===== src/rtl/press_event_pkg.sv =====
`default_nettype none
// ============================================================================
// Module      : press_event_pkg
// Description : State encoding and default timing constants for the press
//               event classifier.
// Revision    : 1.0 - initial release
// ============================================================================
package press_event_pkg;

    typedef enum logic [2:0] {
        ST_IDLE      = 3'd0,
        ST_PRESSED1  = 3'd1,
        ST_WAIT_GAP  = 3'd2,
        ST_PRESSED2  = 3'd3,
        ST_LONG_HELD = 3'd4
    } state_t;

    localparam int DEF_LONG_CYCLES = 8;
    localparam int DEF_GAP_CYCLES  = 4;
    localparam int DEF_TIMER_W     = 8;

endpackage : press_event_pkg
`default_nettype wire


===== src/rtl/press_event_classifier_sat_state_timer.sv =====
`default_nettype none
// ============================================================================
// Module      : sat_state_timer
// Description : Saturating per-state cycle counter with synchronous clear.
// Revision    : 1.0 - initial release
// ============================================================================
module sat_state_timer
    import press_event_pkg::*;
#(
    parameter int WIDTH = DEF_TIMER_W
) (
    input  logic             clk,
    input  logic             rst,
    input  logic             clear,
    output logic [WIDTH-1:0] count
);

    logic [WIDTH-1:0] r_count;

    always_ff @(posedge clk) begin
        if (rst || clear) begin
            r_count <= '0;
        end else if (r_count != {WIDTH{1'b1}}) begin
            r_count <= r_count + 1'b1;
        end
    end

    assign count = r_count;

endmodule : sat_state_timer
`default_nettype wire


===== src/rtl/press_event_classifier.sv =====
`default_nettype none
// ============================================================================
// Module      : press_event_classifier
// Description : Classifies debounced button gestures into short, long and
//               double presses, emitting one registered pulse per gesture.
// Revision    : 1.0 - initial release
// ============================================================================
module press_event_classifier
    import press_event_pkg::*;
#(
    parameter int LONG_CYCLES = DEF_LONG_CYCLES,
    parameter int GAP_CYCLES  = DEF_GAP_CYCLES,
    parameter int TIMER_W     = DEF_TIMER_W
) (
    input  logic clk,
    input  logic rst,
    input  logic btn_in,
    output logic short_press,
    output logic long_press,
    output logic double_press,
    output logic busy
);

    localparam int               c_timer_max = (2 ** TIMER_W) - 1;
    localparam logic [TIMER_W-1:0] c_long_last = TIMER_W'(LONG_CYCLES - 1);
    localparam logic [TIMER_W-1:0] c_gap_last  = TIMER_W'(GAP_CYCLES - 1);

    generate
        if (LONG_CYCLES < 2 || LONG_CYCLES > c_timer_max ||
            GAP_CYCLES < 2 || GAP_CYCLES > c_timer_max) begin : g_bad_params
            $error("press_event_classifier: LONG_CYCLES/GAP_CYCLES out of range for TIMER_W");
        end
    endgenerate

    state_t             r_state;
    state_t             w_next_state;
    logic [TIMER_W-1:0] w_timer;
    logic               w_timer_clear;
    logic               w_short_set;
    logic               w_long_set;
    logic               w_double_set;
    logic               r_short_press;
    logic               r_long_press;
    logic               r_double_press;
    logic               r_busy;

    // Any state change restarts the timer so each state measures its own dwell.
    assign w_timer_clear = (r_state != w_next_state);

    sat_state_timer #(
        .WIDTH (TIMER_W)
    ) u_timer (
        .clk   (clk),
        .rst   (rst),
        .clear (w_timer_clear),
        .count (w_timer)
    );

    always_comb begin
        w_next_state = r_state;
        w_short_set  = 1'b0;
        w_long_set   = 1'b0;
        w_double_set = 1'b0;
        case (r_state)
            ST_IDLE: begin
                if (btn_in) w_next_state = ST_PRESSED1;
            end
            ST_PRESSED1: begin
                if (!btn_in) begin
                    w_next_state = ST_WAIT_GAP;
                end else if (w_timer == c_long_last) begin
                    w_next_state = ST_LONG_HELD;
                    w_long_set   = 1'b1;
                end
            end
            ST_LONG_HELD: begin
                if (!btn_in) w_next_state = ST_IDLE;
            end
            ST_WAIT_GAP: begin
                // A second press wins even on the final gap cycle.
                if (btn_in) begin
                    w_next_state = ST_PRESSED2;
                end else if (w_timer == c_gap_last) begin
                    w_next_state = ST_IDLE;
                    w_short_set  = 1'b1;
                end
            end
            ST_PRESSED2: begin
                if (!btn_in) begin
                    w_next_state = ST_IDLE;
                    w_double_set = 1'b1;
                end
            end
            default: w_next_state = ST_IDLE;
        endcase
    end

    always_ff @(posedge clk) begin
        if (rst) begin
            r_state        <= ST_IDLE;
            r_short_press  <= 1'b0;
            r_long_press   <= 1'b0;
            r_double_press <= 1'b0;
            r_busy         <= 1'b0;
        end else begin
            r_state        <= w_next_state;
            r_short_press  <= w_short_set;
            r_long_press   <= w_long_set;
            r_double_press <= w_double_set;
            r_busy         <= (w_next_state != ST_IDLE);
        end
    end

    assign short_press  = r_short_press;
    assign long_press   = r_long_press;
    assign double_press = r_double_press;
    assign busy         = r_busy;

endmodule : press_event_classifier
`default_nettype wire

===== config.mk =====
export PLATFORM = sky130hd
export DESIGN_NAME = press_event_classifier
export DESIGN_NICKNAME = d
export VERILOG_FILES = /design/src/rtl/press_event_pkg.sv /design/src/rtl/press_event_classifier_sat_state_timer.sv /design/src/rtl/press_event_classifier.sv
export SDC_FILE = /design/constraint.sdc
export NUM_CORES = 1
export LEC_CHECK = 0
export ABC_CLOCK_PERIOD_IN_PS = 1500
export CORE_MARGIN = 5
export CORE_UTILIZATION = 48
export CTS_CLUSTER_DIAMETER = 100
export DETAILED_ROUTE_END_ITERATION = 6
export GPL_TIMING_DRIVEN = 0
export PLACE_DENSITY = 0.7
export SLEW_MARGIN = 20
export SYNTH_ARGS = -nofsm -noshare
export SYNTH_HDL_FRONTEND = slang
export SYNTH_SLANG_ARGS = --single-unit

===== constraint.sdc =====
create_clock -name clk -period 1.5 [get_ports clk]
set_input_delay 0.3 -clock clk [delete_from_list [all_inputs] [get_ports clk]]
set_output_delay 0.3 -clock clk [all_outputs]
set_load 0.02 [all_outputs]

## Yosys cells after proc, flatten, opt, wreduce, memory -nomap -nowiden

Cells that the tools add are included.
W data, S select, Z words.

- Register bits: 15
- Input port bits: 3
- Output and inout port bits: 4
- Word-level logic and storage cells: 36

- Add/subtract/negate cells: 1
- Equality and inequality tests: 8
- Muxes and demuxes: 10
- Bitwise operators: 4
- Reductions and logical operators: 7

Operators by type and width:

| cell | number |
|---|---|
| $mux W3 | 6 |
| $pmux W3 S4 | 1 |
| $add A8 B1 Y8 const B | 1 |
| $eq A8 B2 Y1 const B | 1 |
| $eq A8 B3 Y1 const B | 1 |
| $ne A8 B8 Y1 const B | 1 |
| $eq A3 B2 Y1 const B | 2 |
| $reduce_or A3 Y1 | 2 |
| $not A1 Y1 | 4 |
| $reduce_or A2 Y1 | 2 |
| $eq A3 B1 Y1 const B | 1 |
| $eq A3 B3 Y1 const B | 1 |
| $logic_not A3 Y1 | 1 |
| $mux W1 | 3 |
| $ne A3 B3 Y1 | 1 |
| $reduce_bool A3 Y1 | 1 |
| $logic_or A1 B1 Y1 | 1 |

## Longest topological paths before layout

- Word-level depth: 6
- Mapped depth: 5
- Gate-level depth less buffers: 5

## Modules after synthesis

From an unflattened synthesis, not the netlist that was laid out.

- Cell total of the unflattened synthesis: 86
- Area, all modules: 768.2 um^2

By module, submodules not included:

| module | times used | cells each | area each (um^2) | seq. area each (um^2) |
|---|---|---|---|---|
| sat_state_timer | 1 | 50 | 422.9 | 160.2 |
| press_event_classifier | 1 | 36 | 345.3 | 140.1 |

## Worst setup path before layout

Ideal clock, no wire load.

- Kind: reg-to-reg
- Start point: reg u_timer.r_count[0], in the netlist u_timer.count[0]
- End point: reg u_timer.r_count[2], in the netlist u_timer.count[2]
- Setup time: 0.073 ns
- Data arrival time: 1.405 ns
- Required time: 1.427 ns
- Path slack: 0.022 ns
- Stages on the path, launching flop included: 6
- Buffers on the path: 0
- Period minus slack after synthesis: 1.478 ns
- Path through: dfxtp_1 ha_1 nand2b_1 a211oi_2 a2111o_4 nor3_2

- Longest elaborated chain between the ends: 6
- Elaborated cells between the ends (all ways): 11
- Those cells by class: add/sub (1); eq/ne (4); mux (5); reduce/logical (1)

Ends and longest elaborated chain:

| what | RTL line | RTL |
|---|---|---|
| start: declaration | press_event_classifier_sat_state_timer.sv:18 | `logic [WIDTH-1:0] r_count;` |
| start signal: assignment | press_event_classifier_sat_state_timer.sv:24 | `r_count <= r_count + 1'b1;` |
| $eq A8 B2 Y1 or $eq A8 B3 Y1 (tied branches) | press_event_classifier.sv:83, press_event_classifier.sv:71 |  |
| $mux W3 (on tied branches) | press_event_classifier.sv:83, press_event_classifier.sv:71 |  |
| $mux W3 (on tied branches) | press_event_classifier.sv:81, press_event_classifier.sv:69 |  |
| $pmux W3 S4 | press_event_classifier.sv:64 | `case (r_state)` |
| $ne A3 B3 Y1 | press_event_classifier.sv:48 | `assign w_timer_clear = (r_state != w_next_state);` |
| $logic_or A1 B1 Y1 | press_event_classifier_sat_state_timer.sv:21 | `if (rst \|\| clear) begin` |

Parallel ways exist; a longest one is shown, timed or not.
A chain may end at the register's enable or synchronous reset.

## Final worst setup path

- Start point: reg u_timer.r_count[3], in the netlist u_timer.count[3]
- End point: reg u_timer.r_count[0], in the netlist u_timer.count[0]

The elaborated chain is that of the path after synthesis.

==> impl_metrics.env <==
export IMPL_setup_violations=8
export IMPL_num_io_pins=7
export IMPL_peakVddDrop_mv=0.526
export IMPL_violations="setup timing"
export IMPL_antenna_found_initial=0
export IMPL_grt_pass1_wl_um=2690
export IMPL_yosysSeqAreaShare_pct=39.2
export IMPL_finalWirelength_um=1550
export IMPL_power_total_uw=709
export IMPL_slew_viol_final=0
export IMPL_skew_ns=0.00279
export IMPL_nNetsFinal=101
export IMPL_cts_tree="done"
export IMPL_path_clk_slew_ns=0.09
export IMPL_ys_ff_latch=15
export IMPL_min_path_cells=2
export IMPL_status="finished with violations"
export IMPL_drt_pass1_iterations=4
export IMPL_worstPathMaxFanout=8
export IMPL_detail_route_wl_per_cell_um=13.8
export IMPL_post_route_drc_count=0
export IMPL_die_w_um=49.9
export IMPL_synth_top_family_by_area="simple AND/OR/NAND/NOR gates"
export IMPL_synth_distinct_cells=34
export IMPL_clock_sinks=15
export IMPL_path_delay_family="simple AND/OR/NAND/NOR gates"
export IMPL_r2r_slack_ns=-0.01
export IMPL_fp_dieArea_um2=2490
export IMPL_min_to="r_state[0]$_SDFF_PP0_"
export IMPL_slowest_delay_ns=0.58
export IMPL_syn2layout_area_growth_pct=25.2
export IMPL_start_util_pct=50.8
export IMPL_die_h_um=49.9
export IMPL_port_buffers=5
export IMPL_utilization_pct=63.6
export IMPL_synth_edff_count=0
export IMPL_r2r_end="u_timer.count[0]$_SDFFE_PP0P_"
export IMPL_core_um2=1510
export IMPL_crit_buf_inv=0
export IMPL_synthMuxAreaShare_pct=3.92
export IMPL_r2r_cells=4
export IMPL_synth_xor_area_share_pct=3.43
export IMPL_r2r_start="u_timer.count[3]$_SDFFE_PP0P_"
export IMPL_hp_class="input port to flip-flop"
export IMPL_clock_fmax_mhz=662
export IMPL_critPathRequiredTime_ns=1.68
export IMPL_ys_top_cells_by_area="dfxtp_1 39%, nor2_1 6.4%, mux2i_1 3.9%, xor2_1 3.4%, nand2_1 2.9%"
export IMPL_ctsHtreeMaxLevel=1
export IMPL_synth_fa_ha_area_share_pct=1.63
export IMPL_synthSimpleGateAreaFrac_pct=30.2
export IMPL_critPathLaunch="u_timer.count[3]$_SDFFE_PP0P_"
export IMPL_synth_flop_cell="dfxtp_1"
export IMPL_synth_warnings=0
export IMPL_slew_headroom_pct=77.2
export IMPL_avgSynthCellArea_um2=9.12
export IMPL_cts_root_buf="clkbuf_4"
export IMPL_cp_slowest_cell="or4_4"
export IMPL_leakagePower_nw=0.356
export IMPL_layout_setup_ws_ns=-0.0102
export IMPL_viasPerCell=5.89
export IMPL_layout_drive_gt1_share_pct=33.3
export IMPL_vias=660
export IMPL_overflow=0
export IMPL_grt_max_degree=11
export IMPL_syn_instance_count=84
export IMPL_drt_met1_wl_um=662
export IMPL_cp_arrival_ns=1.69
export IMPL_hpwl_um=962
export IMPL_antenna_left=0
export IMPL_synth_compound_area_share_pct=17.0
export IMPL_grtUsageTotal_pct=13.9
export IMPL_endpoint_kind="flip-flop"
export IMPL_finalHoldViolations=0
export IMPL_synth_net_count=88
export IMPL_min_from="btn_in"
export IMPL_crit_type="flip-flop to flip-flop"
export IMPL_rows=14
export IMPL_min_period_over_period_pct=101
export IMPL_tightestPinTransition_ns=0.338
export IMPL_diodes=0
export IMPL_yosysTopAreaCell="dfxtp_1"
export IMPL_synth_async_sr_flop_share_pct=0
export IMPL_wl_met3_um=60
export IMPL_place_area_um2=836
export IMPL_gp_congestion=0.771
export IMPL_crit_chain="or4_4 > a211oi_4 > a2111o_4 > nor2_1"
export IMPL_final_cell_area_um2=958
export IMPL_start_kind="flip-flop"
export IMPL_initialDrtViolationCount=19
export IMPL_first_global_vias=589
export IMPL_met2_length_um=803
export IMPL_drv_cap=0
export IMPL_highest_layer="met4"
export IMPL_cts_buffer_depth=2
export IMPL_numCtsBuffers=3
export IMPL_period_needed_ns=1.51
export IMPL_synth_area_um2=766
export IMPL_yosysTopAreaCellShare_pct=39.2
export IMPL_powerDensity_nw_per_um2=740
export IMPL_insertion_delay_ns=0.28
export IMPL_rsz0062_at_grt="true"
[through the flow]
stage / instances / TNS [ns] / worst slack [ns] / hold slack (ns)
after global routing: 112 / -0.414 / -0.0749 / 0.325
after floorplan: 84 / 0 / 0.0216 / 0.369
after detailed placement: 105 / -0.293 / -0.0869 / 0.486
after CTS: 111 / -0.00568 / -0.00311 / 0.318
final: 112 / -0.0542 / -0.0102 / 0.335
after global placement: 105 / -0.167 / -0.0708 / 0.470
[sequential cells by signal, indices dropped and copies added, names as in the netlist]
signal         count
u_timer.count      8
r_state            3
busy               1
double_press       1
long_press         1
short_press        1
[worst reg2reg max path: stages, from the launching register on]
cell and delay (ns):
dfxtp_4 0.36, or4_4 0.58, a211oi_4 0.20, a2111o_4 0.21, nor2_1 0.06
[layout make-up]
cell class                      count  area (um2)
Fill cell                         130         548
Multi-Input combinational cell     63         485
Inverter                            1        3.75
Timing Repair Buffer               10        82.6
Sequential cell                    15         318
Clock inverter                      1        5.00
Clock buffer                        3        22.5
Buffer                              3        21.3
Tap cell                           16        20.0
[per-layer routing]
| metal | up-vias | global-route usage [%] |
|---|---|---|
| li1 | 332 | - |
| met1 | 303 | 16.3 |
| met2 | 17 | 23.1 |
| met3 | 8 | 3.01 |
| met4 | 0 | 7.86 |
| met5 | - | 0 |
[Yosys cell counts (2+ instances only)]
library cell  number
xor2_1             3
dfxtp_1           15
nor3_2             2
nor2_1            13
nand3_1            2
o21ai_0            3
buf_2              4
mux2i_1            3
nor4_1             3
nand3b_1           2
nand2b_1           3
nand4_1            3
nand2_1            6
a21oi_1            2
[cell families after synthesis]
| group | Yosys count |
|---|---|
| simple gates | 41 |
| fa+ha+maj | 1 |
| buf+inv | 6 |
| compound gates | 15 |
| flops | 15 |
| xor+xnor | 3 |
| mux | 3 |
[worst max path at each step]
stage                                    endpoint  slack (ns)  cells after the start
floorplan           u_timer.count[2]$_SDFFE_PP0P_        0.02                      5
global placement    u_timer.count[6]$_SDFFE_PP0P_       -0.07                      5
detailed placement  u_timer.count[6]$_SDFFE_PP0P_       -0.09                      5
CTS                 u_timer.count[0]$_SDFFE_PP0P_      -0.003                      4
global route        u_timer.count[2]$_SDFFE_PP0P_       -0.07                      5
finish              u_timer.count[0]$_SDFFE_PP0P_       -0.01                      4
[cells in the final DEF, fill, tap and decap left out, drive strengths merged, types with 3 or more instances in the layout]
master / synthesis / final
mux2i: 3 / 3
clkbuf: 0 / 3
nand4: 3 / 3
dlygate4sd2: 0 / 4
o21ai: 3 / 3
nor2: 13 / 13
buf: 5 / 8
dfxtp: 15 / 15
xor2: 3 / 3
nand2b: 3 / 3
nor4: 3 / 3
nand2: 6 / 6
[report_power, final]
group | switching [mW] | internal [mW]
logic | 0.0322 | 0.0310
clock network | 0.125 | 0.0988
registers | 0.0165 | 0.405
total | 0.174 | 0.535
[what timing repair did]
| action | CTS | global route |
|---|---|---|
| hold buffers | 0 | 0 |
| setup endpoints to repair | 13 | 12 |
| buffers inserted | 2 | 3 |
| cloned | 0 | 0 |
| resized for setup | 12 | 15 |
| pin swaps | 2 | 4 |
Note: power is estimated with default switching activity, not from simulation.
